`config.mk`:
```
export PLATFORM = sky130hd
export DESIGN_NAME = period_meter
export DESIGN_NICKNAME = d
export VERILOG_FILES = /design/src/rtl/period_meter_pkg.sv /design/src/rtl/sync_edge_detect.sv /design/src/rtl/period_meter.sv
export SDC_FILE = /design/constraint.sdc
export NUM_CORES = 1
export LEC_CHECK = 0
export BUFFER_PORTS_ARGS = -buffer_cell sky130_fd_sc_hd__buf_2
export CORE_ASPECT_RATIO = 1.75
export CORE_MARGIN = 8
export CORE_UTILIZATION = 57
export CTS_CLUSTER_SIZE = 14
export DETAILED_ROUTE_END_ITERATION = 16
export GPL_TIMING_DRIVEN = 0
export PLACE_DENSITY = 0.83
export SLEW_MARGIN = 15
export SYNTH_ARGS = -nofsm -noshare
export SYNTH_HDL_FRONTEND = slang
export SYNTH_SLANG_ARGS = --single-unit
export TNS_END_PERCENT = 100
```
`constraint.sdc`:
```
create_clock -name clk -period 5 [get_ports clk]
set_clock_uncertainty 0.2 [all_clocks]
set_input_delay 0.25 -clock clk [delete_from_list [all_inputs] [get_ports clk]]
set_output_delay 0.25 -clock clk [all_outputs]
set_load 0.01 [all_outputs]
```
`src/rtl/period_meter_pkg.sv`:
```
// Shared types and default constants for the slow-clock period meter.
package period_meter_pkg;

  typedef enum logic [0:0] {
    StArm,
    StMeasure
  } state_e;

  localparam int unsigned DefCntW       = 32;
  localparam int unsigned DefTimeout    = 200_000_000;
  localparam int unsigned DefSyncStages = 2;

endpackage

```
`src/rtl/sync_edge_detect.sv`:
```
// Synchronises an asynchronous level into clk and emits one-cycle rise/fall pulses.
module sync_edge_detect
  import period_meter_pkg::*;
#(
  parameter int unsigned SYNC_STAGES = DefSyncStages
) (
  input  logic clk,
  input  logic rst,
  input  logic async_in,
  output logic rise,
  output logic fall
);

  logic [SYNC_STAGES-1:0] sync_q;
  logic                   delayed_q;
  logic                   synced;

  assign synced = sync_q[SYNC_STAGES-1];

  always_ff @(posedge clk or posedge rst) begin
    if (rst) begin
      sync_q    <= '0;
      delayed_q <= 1'b0;
    end else begin
      sync_q    <= {sync_q[SYNC_STAGES-2:0], async_in};
      delayed_q <= synced;
    end
  end

  assign rise = synced & ~delayed_q;
  assign fall = ~synced & delayed_q;

endmodule

```
`src/rtl/period_meter.sv`:
```
// Measures period and high time of a slow square wave in clk cycles, with
// a no-signal timeout when rising edges stop arriving.
module period_meter
  import period_meter_pkg::*;
#(
  parameter int unsigned CNT_W       = DefCntW,
  parameter int unsigned TIMEOUT     = DefTimeout,
  parameter int unsigned SYNC_STAGES = DefSyncStages
) (
  input  logic             clk,
  input  logic             rst,
  input  logic             sig_in,
  output logic [CNT_W-1:0] period,
  output logic [CNT_W-1:0] high_cycles,
  output logic             meas_valid,
  output logic             no_signal
);

  localparam logic [CNT_W-1:0] TimeoutLast = CNT_W'(TIMEOUT - 1);

  logic rise;
  logic fall;

  sync_edge_detect #(
    .SYNC_STAGES (SYNC_STAGES)
  ) u_sync_edge_detect (
    .clk      (clk),
    .rst      (rst),
    .async_in (sig_in),
    .rise     (rise),
    .fall     (fall)
  );

  state_e           state_q, state_d;
  logic [CNT_W-1:0] cnt_q, cnt_d;
  logic [CNT_W-1:0] high_lat_q, high_lat_d;
  logic [CNT_W-1:0] period_q, period_d;
  logic [CNT_W-1:0] high_q, high_d;
  logic             valid_q, valid_d;
  logic             no_sig_q, no_sig_d;
  logic [CNT_W-1:0] cnt_inc;
  logic             timeout;

  assign cnt_inc = cnt_q + CNT_W'(1);
  // A rise in the same cycle as the terminal count takes priority.
  assign timeout = (cnt_q == TimeoutLast) && !rise;

  always_ff @(posedge clk or posedge rst) begin
    if (rst) begin
      state_q    <= StArm;
      cnt_q      <= '0;
      high_lat_q <= '0;
      period_q   <= '0;
      high_q     <= '0;
      valid_q    <= 1'b0;
      no_sig_q   <= 1'b1;
    end else begin
      state_q    <= state_d;
      cnt_q      <= cnt_d;
      high_lat_q <= high_lat_d;
      period_q   <= period_d;
      high_q     <= high_d;
      valid_q    <= valid_d;
      no_sig_q   <= no_sig_d;
    end
  end

  always_comb begin
    state_d = state_q;
    if (timeout) begin
      state_d = StArm;
    end else begin
      unique case (state_q)
        StArm:     if (rise) state_d = StMeasure;
        StMeasure: state_d = StMeasure;
        default:   state_d = StArm;
      endcase
    end
  end

  always_comb begin
    cnt_d      = rise ? '0 : cnt_inc;
    high_lat_d = high_lat_q;
    period_d   = period_q;
    high_d     = high_q;
    valid_d    = 1'b0;
    no_sig_d   = no_sig_q;
    if (timeout) begin
      cnt_d    = '0;
      period_d = '0;
      high_d   = '0;
      no_sig_d = 1'b1;
    end else if (state_q == StMeasure) begin
      if (fall) high_lat_d = cnt_inc;
      if (rise) begin
        period_d = cnt_inc;
        high_d   = high_lat_q;
        valid_d  = 1'b1;
        no_sig_d = 1'b0;
      end
    end
  end

  assign period      = period_q;
  assign high_cycles = high_q;
  assign meas_valid  = valid_q;
  assign no_signal   = no_sig_q;

endmodule
```
# Word level (Yosys, flattened, before mapping)
# Cells that the tools add are included.
# totals
ff_bits	134
elab_cells	39
# classes
addsub	1
eq_ne	1
muxes	16
bitwise_logic	6
reduce_logical	6
# ops
cell	count
$mux W32	8
$add A32 B1 Y32 const B	1
$eq A32 B28 Y1 const B	1
$mux W1	7
$not A1 Y1	4
$reduce_bool A2 Y1	2
$reduce_and A3 Y1	1
$and A1 B1 Y1	2
$pmux W1 S2	1
$reduce_and A2 Y1	1
$logic_and A1 B1 Y1	1
$logic_not A1 Y1	1

# Depth between registers and ports, before layout
# Gate-level depths: netlist of the first run.
# depth
depth_word	6
ltp_mapped	9
depth_no_buf	6

# By module
# From an unflattened synthesis of the first run, not the netlist that was laid out.
# unflattened
cells_unflattened	515
area_unflattened_um2	5355.1
# modules_own_cells
module	n_inst	cells_per_inst	area_each_um2	seq_area_each_um2
period_meter	1	509	5261.3	3279.4
sync_edge_detect	1	6	93.8	75.1

# Worst setup path before layout of the first run
# No wires, ideal clock.
# synth_path
path_kind	register to register
from	register cnt_q[0]
to	register high_lat_q[1]
t_arrival_ps	1786
slack_ps	2889
stages_incl_launch_ff	8
n_path_buf	1
period_less_slack_ps	2111
path_cell_list	dfrtp_1 > ha_1 > inv_1 > nor3_1 > and4_1 > buf_4 > nor3_4 > mux2_2
# synth_between
elab_chain_len	4
# synth_lines
item	line_no	text
start: declaration	period_meter.sv:35	logic [CNT_W-1:0] cnt_q, cnt_d;
start signal: assignment	period_meter.sv:59	cnt_q <= cnt_d;
parallel branches: the longest is 4 deep, another holds $add A32 B1 Y32	--	
end signal: assignment	period_meter.sv:60	high_lat_q <= high_lat_d;
end: declaration	period_meter.sv:36	logic [CNT_W-1:0] high_lat_q, high_lat_d;
# Several ways; the timed one is not identified.
# A chain may end at the register's enable or synchronous reset.

# Worst setup path in the final report of the first run
# layout_path
from	register cnt_q[0]
to	register period_q[28] (netlist: period[28])
# layout_between
elab_chain_len	4
# layout_lines
item	line_no	text
$add A32 B1 Y32 or $eq A32 B28 Y1 (tied branches)	period_meter.sv:44, period_meter.sv:46	
$mux W32 or $logic_and A1 B1 Y1 (tied branches)	period_meter.sv:95, period_meter.sv:46	
$mux W32 or $reduce_bool A2 Y1 (tied branches)	--	
$mux W32 or $reduce_and A2 Y1 (tied branches)	--	
end signal: assignment	period_meter.sv:61	period_q <= period_d;
end: declaration	period_meter.sv:37	logic [CNT_W-1:0] period_q, period_d;
# Parallel ways exist; a longest one is shown, timed or not. The select of a mux whose other input is x is not followed.

==> metrics, run 1 <==
diode count=0; WS Path Type=reg -> reg; Yosys reg bits=134; Post-synth ARST share=1.00; syn_nets=417; Die Ht=144 um; MaxCap Viol Count=0; Initial Util=0.574; # placed instances=604; number of antenna violations at the first check in global routing=0; top cells by count, synth=dfrtp_1, nor2_1, inv_1; DRC viols=0; main flop type after synthesis=dfrtp_1; Arr. time, crit path=2.55 ns; status=finished, final reports clean; core box area=9290 um2; Resized cells post-CTS=0; placed instance area=5860 um2; cell count after synthesis=413; Crit path required time=5.07 ns; most area-consuming cells after synthesis=dfrtp_1, mux2i_1, a22o_1; post-synthesis sequential area ratio=0.628; Post-synth EDFFs=0; RSZ-0062 raised after global routing=false; DIE AREA=12800 um2; router iterations before antenna repair=5; Mapped Avg Cell Area=12.9 um2; io pins=69; PD cells=395 nW/um2; GR Util All Layers=0.202; port bufs=68; Fmax achieved=403 MHz; CTS Sinks=134; post-route cell area=6450 um2; CP Capture Type=flip-flop; Syn. warnings=0; RePlAce Congestion=0.834; Antenna Nets Post-Route=0; Worst-path clk slew=0.06 ns; maximum fanout along the worst path=10; final-layout fill cell count=671; post-synth top area share=0.624; Total Routed Length=11.7 mm; CP startpoint kind=flip-flop; final hold viol count=0; Syn-to-layout area delta=20.8%; first-pass GRT wire length=19.3 mm; Detailed Route Iter0 Violations=174; Slew Limit Fails=0; vias in the first global route=3783; mux cell area share after synthesis=0.0602; Max clock buf depth=2; TritonCTS clock tree=done; post-synthesis xor/xnor area fraction=0.0492; crit path time final=2.48 ns; Vias=3524; DR vias/cell=5.52; Adder-Cell Fraction of Synth Area=0.00234; Slew HR=0.591; Final nets=507; final worst-path cycle share=0.496; Fin Hold WS=0.151 ns; Max IR drop VDD=0.335 mV; largest family of logic cells by synthesized area=compound AO/OA/AOI/OAI gates; post-synthesis compound-gate area fraction=0.106; measured slew at the worst slew-check pin=0.609 ns; Mapped Area=5340 um2; dpl hpwl=7.85 mm; H-tree level count=4; Hold Crit Class=reg -> reg; Die W=89.2 um; most frequent cell after synthesis=dfrtp_1; # rows=47; area leader, netlist=dfrtp_1; largest net degree at the start of global routing=83; CTS buffer count=17; CTS Root Cell=clkbuf_16; Total Power=2550 uW; Finished Layout Cells=638; routed len/inst=18.3 um; clock latency on the worst-skew pair=0.41 ns; Congestion Overflow GR=0; synth unique cells=34; share of layout cells above drive strength 1=0.233; simple-gate share of the synthesized area=0.0999; Static Leak=0.00317 uW; Setup Viol. Count Final=0
-- cell families after synthesis --
family,count (synthesis)
xor gates and xnor gates,30
DFF,134
adders and majority gates,1
buffers and inverters,55
muxes,32
AOI/OAI and AO/OA,65
and+or+nand+nor,96
-- repair_timing --
| action | 4_1_cts | 5_1_grt |
|---|---|---|
| setup buffers | 0 | 0 |
| endpoints found under the hold margin | 53 | 0 |
| hold buffers | 2 | 0 |
-- cell usage in the layout, fill, tap and decap left out, types with 9 or more instances in the layout --
master     Yosys  routed
inv_1         34      33
dfrtp_1      133     133
nor2_1        39      39
buf_2          3      71
mux2i_1       31      31
nand4_1        9       9
buf_6          9       9
nand2_1       11      11
xor2_1        23      23
nand3_1       14      14
clkbuf_1       6      10
a22o_1        33      33
o2bb2ai_1     31      31
clkbuf_16      0      17
-- critical path, stage by stage, from the launching register on --
cell and delay, ns:
dfrtp_1 0.45, ha_1 0.27, inv_1 0.12, nor3_1 0.43, and4_1 0.25, buf_4 0.15, nor2_4 0.09, buf_2 0.23
o2bb2ai_1 0.15
-- state kept, by name, indices dropped and copies added (netlist names) --
register,count
meas_valid,1
u_sync_edge_detect.delayed_q,1
cnt_q,32
period,32
u_sync_edge_detect.sync_q,2
no_signal,1
state_q,1
high_cycles,32
high_lat_q,32
-- cell type report --
type                    count  area, um2  area share
plain buffers              20        154      0.0239
clock buffers              25        495      0.0768
clock inverters             7       70.1      0.0109
inverters                  35        136      0.0211
multi-input cells         224       1700       0.263
flip-flops and latches    134       3350       0.520
well taps                 122        153      0.0237
repair buffers             71        388      0.0601
-- metal layers --
metal	part of all wire	global-route usage	up-vias
met4	0.019	0.0970	0
li1	-	-	1615
met2	0.55	0.339	92
met1	0.39	0.228	1802
met3	0.046	0.0552	15
met5	0	0	-
-- power by group --
part | internal, uW | switching, uW
clock | 734 | 441
sequential | 1140 | 39.5
combinational | 77.2 | 119
-- per-stage QoR --
step / setup slack (ns) / utilization / TNS, ns
5_1_grt: 2.41 / 0.694 / 0
3_5_place_dp: 2.55 / 0.631 / 0
2_1_floorplan: 0.969 / - / 0
3_3_place_gp: -0.160 / 0.628 / -19.78
6_report: 2.52 / 0.694 / 0
4_1_cts: 2.53 / 0.694 / 0
-- path summary, 6_finish.rpt --
check                                             start                            to  slack, ns  cells past startpoint
min                        u_sync_edge_detect.sync_q[0]  u_sync_edge_detect.sync_q[1]       0.15                      0
min in group asynchronous                           rst               high_cycles[10]       0.22                      3
max in group asynchronous                           rst                    period[28]       3.61                      4
max reg2reg                                    cnt_q[0]                    period[28]       2.52                      8
max                                            cnt_q[0]                    period[28]       2.52                      8
min reg2reg                u_sync_edge_detect.sync_q[0]  u_sync_edge_detect.sync_q[1]       0.15                      0
No activity file was read; power rests on OpenSTA's default activity.
==> run 2, diff against run 1 <==
--- a/config.mk
+++ b/config.mk
@@ -8,11 +8,11 @@
 export BUFFER_PORTS_ARGS = -buffer_cell sky130_fd_sc_hd__buf_2
 export CORE_ASPECT_RATIO = 1.75
 export CORE_MARGIN = 8
-export CORE_UTILIZATION = 57
+export CORE_UTILIZATION = 52
 export CTS_CLUSTER_SIZE = 14
 export DETAILED_ROUTE_END_ITERATION = 16
 export GPL_TIMING_DRIVEN = 0
-export PLACE_DENSITY = 0.83
+export PLACE_DENSITY = 0.8
 export SLEW_MARGIN = 15
 export SYNTH_ARGS = -nofsm -noshare
 export SYNTH_HDL_FRONTEND = slang
==> constraint.sdc (replaced) <==
create_clock -name clk -period 2 [get_ports clk]
set_clock_uncertainty 0.2 [all_clocks]
set_input_delay 0.1 -clock clk [delete_from_list [all_inputs] [get_ports clk]]
set_output_delay 0.1 -clock clk [all_outputs]
set_load 0.01 [all_outputs]
==> run 2 against run 1 <==
- wire length is 14% higher
- clock-buffer cell count decreased by 7
- global-route usage decreased by 1.0 points
- worst setup slack worse by 2.9 ns
- sequential share of layout area decreased by 4.2 points
- the flow now finishes with violations (negative setup slack)
- highest routed layer unchanged
- utilization about the same
==> metrics, run 2 (synthesis results as in run 1) <==
TritonCTS clock tree=done (unchanged); core box area=10100 um2 (was 9290 um2); RePlAce Congestion=0.838 (was 0.834); sw frac=0.240 (was 0.235); CP Capture Type=flip-flop (unchanged); crit-path max cell delay=0.57 ns (was 0.45 ns); delay-heaviest family, CP=simple AND/OR/NAND/NOR gates (unchanged); final worst-path cycle share=1.20 (was 0.496); crit path time final=2.41 ns (was 2.48 ns); Detailed Route Iter0 Violations=224 (was 174); maximum fanout along the worst path=8 (was 10); CTS Sinks=134 (unchanged); Hold Crit Class=in -> async (was reg -> reg); Initial Util=0.528 (was 0.574); final setup margin=-0.409 ns (was 2.52 ns); Fmax achieved=415 MHz (was 403 MHz); Flop pwr share=0.440 (was 0.462); DRC viols=0 (unchanged); commonest non-fill, non-tap cell in the layout=dfrtp_1 (unchanged); largest net degree at the start of global routing=36 (was 83); Total Power=6710 uW (was 2550 uW); Setup Viol. Count Final=129 (was 0); Finished Layout Cells=666 (was 638); Die W=92.6 um (was 89.2 um); CTS Root Cell=clkbuf_16 (unchanged); Slew HR=0.567 (was 0.591); Worst-path clk slew=0.06 ns (about the same); number of antenna violations at the first check in global routing=0 (unchanged); # placed instances=612 (was 604); post-layout util=0.694 (about the same); DR vias/cell=5.61 (was 5.52); diode count=0 (unchanged); Max clock buf depth=2 (unchanged); Total Routed Length=13.3 mm (was 11.7 mm); router iterations before antenna repair=4 (was 5); measured slew at the worst slew-check pin=0.649 ns (was 0.609 ns); status=complete, but fails checks (was finished, final reports clean); vias in the first global route=4050 (was 3783); CP startpoint=cnt_q[20] (was cnt_q[0]); MaxCap Viol Count=0 (unchanged); final-layout fill cell count=664 (was 671); share of layout cells above drive strength 1=0.358 (was 0.233); Final nets=530 (was 507); dpl hpwl=8.53 mm (was 7.85 mm); Congestion Overflow GR=0 (unchanged); worst-path cell chain=or4b_1 > nor4_1 > and4_1 > buf_6 > or2_1 > buf_6 > clkbuf_16 > nor2_1 (was ha_1 > inv_1 > nor3_1 > and4_1 > buf_4 > nor2_4 > buf_2 > o2bb2ai_1); Buf+Inv Stages, Crit Path=3 (unchanged); commonest cells after routing, fill and taps aside=dfrtp_1, buf_2, a22o_1, inv_1, mux2i_1 (was dfrtp_1, buf_2, nor2_1, inv_1, a22o_1); pre-CTS setup slack=-0.372 ns (was 2.55 ns); final hold viol count=0 (unchanged); # rows=49 (was 47); io pins=69 (unchanged); DIE AREA=13900 um2 (was 12800 um2); clock latency on the worst-skew pair=0.41 ns (about the same); NetSw=1610 uW (was 600 uW); Arr. time, crit path=2.49 ns (was 2.55 ns); Crit path required time=2.09 ns (was 5.07 ns); CP startpoint kind=flip-flop (unchanged); failing checks=negative setup slack; combinational share of power=0.092 (was 0.077); CTS buffer count=17 (unchanged); H-tree level count=4 (unchanged); PD cells=955 nW/um2 (was 395 nW/um2); Clock Power Share=0.467 (was 0.461); routed len/inst=20.0 um (was 18.3 um); RSZ-0062 raised after global routing=true (was false); critical path's slowest cell=or4b_1 (was dfrtp_1); first-pass GRT wire length=20.5 mm (was 19.3 mm); Syn-to-layout area delta=31.6% (was 20.8%); Slew Limit Fails=0 (unchanged); port bufs=68 (unchanged); WS Path Type=reg -> reg (unchanged); Max IR drop VDD=0.897 mV (was 0.335 mV); CP most frequent cell=buf_6; Die Ht=150 um (was 144 um); cell internal pwr=5100 uW (was 1950 uW); Antenna Nets Post-Route=0 (unchanged); Fin Hold WS=0.0283 ns (was 0.151 ns); Static Leak=0.00338 uW (was 0.00317 uW); Vias=3735 (was 3524); worst r2r src=cnt_q[20] (was cnt_q[0]); GR Util All Layers=0.192 (was 0.202)
run 2: final cells by class:
type,instances,area [um2],share of cell area
buffer,20,211,0.0301
sequential,134,3360,0.478
inverter,35,141,0.0201
multi-input combinational,224,1900,0.271
clock inverter,14,159,0.0226
tap,127,159,0.0226
timing repair buffer,94,653,0.0930
clock buffer,18,439,0.0625
run 2: per-stage QoR:
step           setup TNS, ns  cell area (um2)
2_1_floorplan          -4.28             5380
6_report              -44.48             7020
4_1_cts               -28.88             6840
5_1_grt               -55.47             7020
3_3_place_gp         -115.64             5880
3_5_place_dp          -36.85             5970
run 2: per-layer routing:
| metal | vias to the layer above | routed length [um] | track usage |
|---|---|---|---|
| met2 | 124 | 7210 | 0.332 |
| met1 | 1903 | 5030 | 0.200 |
| li1 | 1673 | - | - |
| met4 | 0 | 415 | 0.118 |
| met5 | - | 0 | 0 |
| met3 | 35 | 635 | 0.0532 |
run 2: worst register-to-register path, cell delays in order (launching register included):
cell,delay [ns]
dfrtp_1,0.38
or4b_1,0.57
nor4_1,0.24
and4_1,0.26
buf_6,0.13
or2_1,0.12
buf_6,0.17
clkbuf_16,0.17
nor2_1,0.04
run 2: power groups by stage:
stage | combinational, uW | clock [uW] | sequential [uW]
after global placement | 479 | 0 | 2980
after floorplan | 306 | 0 | 3010
final | 619 | 3130 | 2950
after CTS | 579 | 3170 | 2950
after global routing | 671 | 3310 | 2970
after detailed placement | 516 | 0 | 2990
run 2: what timing repair did:
| action | in CTS | in global routing |
|---|---|---|
| cloned | 2 | 2 |
| hold endpoints to repair | 50 | 0 |
| buffers inserted | 14 | 2 |
| gates resized for setup | 39 | 38 |
| pin swaps | 7 | 8 |
| hold buffers | 2 | 0 |
| setup endpoints to repair | 129 | 129 |
run 2: path summary, 6_finish.rpt:
check / end / slack, ns / cells past startpoint
max: cnt_q[29] / -0.41 / 8
min: high_lat_q[9] / 0.03 / 3
max reg2reg: cnt_q[29] / -0.41 / 8
min reg2reg: u_sync_edge_detect.sync_q[1] / 0.16 / 0
max in group asynchronous: no_signal / 0.36 / 7
min in group clk: u_sync_edge_detect.sync_q[0] / 0.13 / 2
==> run 3, diff against run 2 <==
==> constraint.sdc (replaced) <==
create_clock -name clk -period 2 [get_ports clk]
set_clock_uncertainty 0.2 [all_clocks]
set_input_delay 0.1 -clock clk [delete_from_list [all_inputs] [get_ports clk]]
set_output_delay 0.1 -clock clk [all_outputs]
set_load 0.1 [all_outputs]
==> run 3 against run 2 <==
- the flow still finishes with violations (negative setup slack)
- critical path depth stayed put
- register-to-register slack improved by 0.07 ns
- wire length fell by 2.5%
==> metrics, run 3 (synthesis results as in run 1) <==
Worst-path clk slew=0.06 ns (about the same); H-tree level count=4 (unchanged); measured slew at the worst slew-check pin=0.612 ns (was 0.649 ns); GR Util All Layers=0.198 (was 0.192); Worst R2R End=high_cycles[10] (was cnt_q[29]); Max clock buf depth=2 (unchanged); pre-CTS setup slack=-0.360 ns (was -0.372 ns); maximum fanout along the worst path=10 (was 8); share of layout cells above drive strength 1=0.315 (was 0.358); RePlAce Congestion=0.835 (was 0.838); Slew Limit Fails=0 (unchanged); DIE AREA=13900 um2 (unchanged); CP startpoint kind=flip-flop (unchanged); Congestion Overflow GR=0 (unchanged); crit path to=high_cycles[10] (was cnt_q[29]); io pins=69 (unchanged); WS Path Type=reg -> reg (unchanged); RSZ-0062 raised after global routing=true (unchanged); worst r2r path cells=8 (unchanged); first-pass GRT wire length=21.1 mm (was 20.5 mm); PD cells=1020 nW/um2 (was 955 nW/um2); Static Leak=0.00336 uW (was 0.00338 uW); final worst-path cycle share=1.17 (was 1.20); Setup Viol. Count Final=128 (was 129); largest net degree at the start of global routing=30 (was 36); Antenna Nets Post-Route=0 (unchanged); placed instance area=5960 um2 (was 5970 um2); worst r2r src=cnt_q[19] (was cnt_q[20]); MaxCap Viol Count=0 (unchanged); Total Routed Length=12.9 mm (was 13.3 mm); Total Power=7030 uW (was 6710 uW); Die Ht=150 um (unchanged); Initial Util=0.528 (unchanged); CTS Sinks=134 (unchanged); # rows=49 (unchanged); diode count=0 (unchanged); clock latency on the worst-skew pair=0.41 ns (about the same); commonest non-fill, non-tap cell in the layout=dfrtp_1 (unchanged); Vias=3674 (was 3735); Fmax achieved=427 MHz (was 415 MHz); Detailed Route Iter0 Violations=178 (was 224); Syn-to-layout area delta=29.3% (was 31.6%); CTS Root Cell=clkbuf_16 (unchanged); post-route cell area=6900 um2 (was 7020 um2); dpl hpwl=8.53 mm (about the same); vias in the first global route=4070 (was 4050); router iterations before antenna repair=4 (unchanged); Arr. time, crit path=2.44 ns (was 2.49 ns); Hold Crit Class=in -> async (unchanged); final setup margin=-0.342 ns (was -0.409 ns); CP Capture Type=flip-flop (unchanged); Final nets=526 (was 530); DR vias/cell=5.58 (was 5.61); Slew HR=0.592 (was 0.567); Max IR drop VDD=1.12 mV (was 0.897 mV); crit path time final=2.34 ns (was 2.41 ns); status=complete, but fails checks (unchanged); port bufs=68 (unchanged); core box area=10100 um2 (unchanged); DRC viols=0 (unchanged); CP startpoint=cnt_q[19] (was cnt_q[20]); final hold viol count=0 (unchanged); CTS buffer count=17 (unchanged); commonest cells after routing, fill and taps aside=dfrtp_1, buf_2, a22o_1, inv_1, mux2i_1 (unchanged); TritonCTS clock tree=done (unchanged); failing checks=negative setup slack (unchanged); Crit path required time=2.10 ns (was 2.09 ns); routed len/inst=19.7 um (was 20.0 um); r2r setup slk=-0.34 ns (was -0.41 ns); Die W=92.6 um (unchanged); number of antenna violations at the first check in global routing=0 (unchanged)
-- run 3: cell count changes in the layout (fill, tap and decap cells not counted), sizes merged --
| cell | before | now |
|---|---|---|
| clkinvlp | 6 | 2 |
| clkbuf | 25 | 29 |
| buf | 105 | 102 |
| clkinv | 7 | 2 |
-- run 3: worst max-delay path, stage by stage (launching register included) --
cell and delay [ns]:
dfrtp_1 0.43, or4b_4 0.51, nor4_4 0.16, and4_1 0.26, buf_6 0.14, nor2_4 0.05
buf_4 0.16, buf_8 0.13, a22o_1 0.18
-- run 3: layout make-up --
type,instances,area [um2]
sequential,134,3360
fill,677,3220
multi-input combinational,224,1830
timing repair buffer,90,628
clock buffer,23,468
buffer,20,223
tap,127,159
inverter,35,139
clock inverter,5,100
-- run 3: layer usage --
metal / share of wire / vias to the layer above / global-route usage
li1: - / 1658 / -
met1: 0.38 / 1880 / 0.210
met2: 0.54 / 101 / 0.345
met3: 0.048 / 35 / 0.0558
met4: 0.036 / 0 / 0.105
met5: 0 / - / 0
-- run 3: power by group --
part | switching, uW | total (uW) | internal, uW
clock network | 1070 | 3060 | 1990
registers | 98.6 | 2940 | 2850
logic | 771 | 1020 | 253
-- run 3: worst min path at each step --
stage                                         endpoint   start  cells past startpoint
after CTS                              high_cycles[14]     rst                      3
after detailed placement               high_cycles[14]     rst                      2
after global routing      u_sync_edge_detect.sync_q[0]  sig_in                      2
after global placement    u_sync_edge_detect.sync_q[0]  sig_in                      1
after floorplan           u_sync_edge_detect.sync_q[0]  sig_in                      0
final                                   high_cycles[9]     rst                      3
-- run 3: metrics by stage --
stage                     hold WS [ns]  std cells   util  setup TNS, ns
after CTS                       0.0974        658  0.674         -34.17
after detailed placement       -0.0222        612  0.589         -35.60
after global routing             0.132        658  0.682         -46.41
after global placement          0.0114        608  0.581        -115.55
final                           0.0875        658  0.682         -36.96
after floorplan                -0.0686        413      -          -4.34
-- run 3: repair_timing --
| item | in CTS | in global routing |
|---|---|---|
| pin swaps | 5 | 0 |
| cloned | 4 | 0 |
| endpoints found under the hold margin | 52 | 0 |
| buffers inserted | 12 | 0 |
| gates resized for setup | 29 | 20 |
| endpoints found under the setup margin | 129 | 130 |
| hold buffers | 2 | 0 |
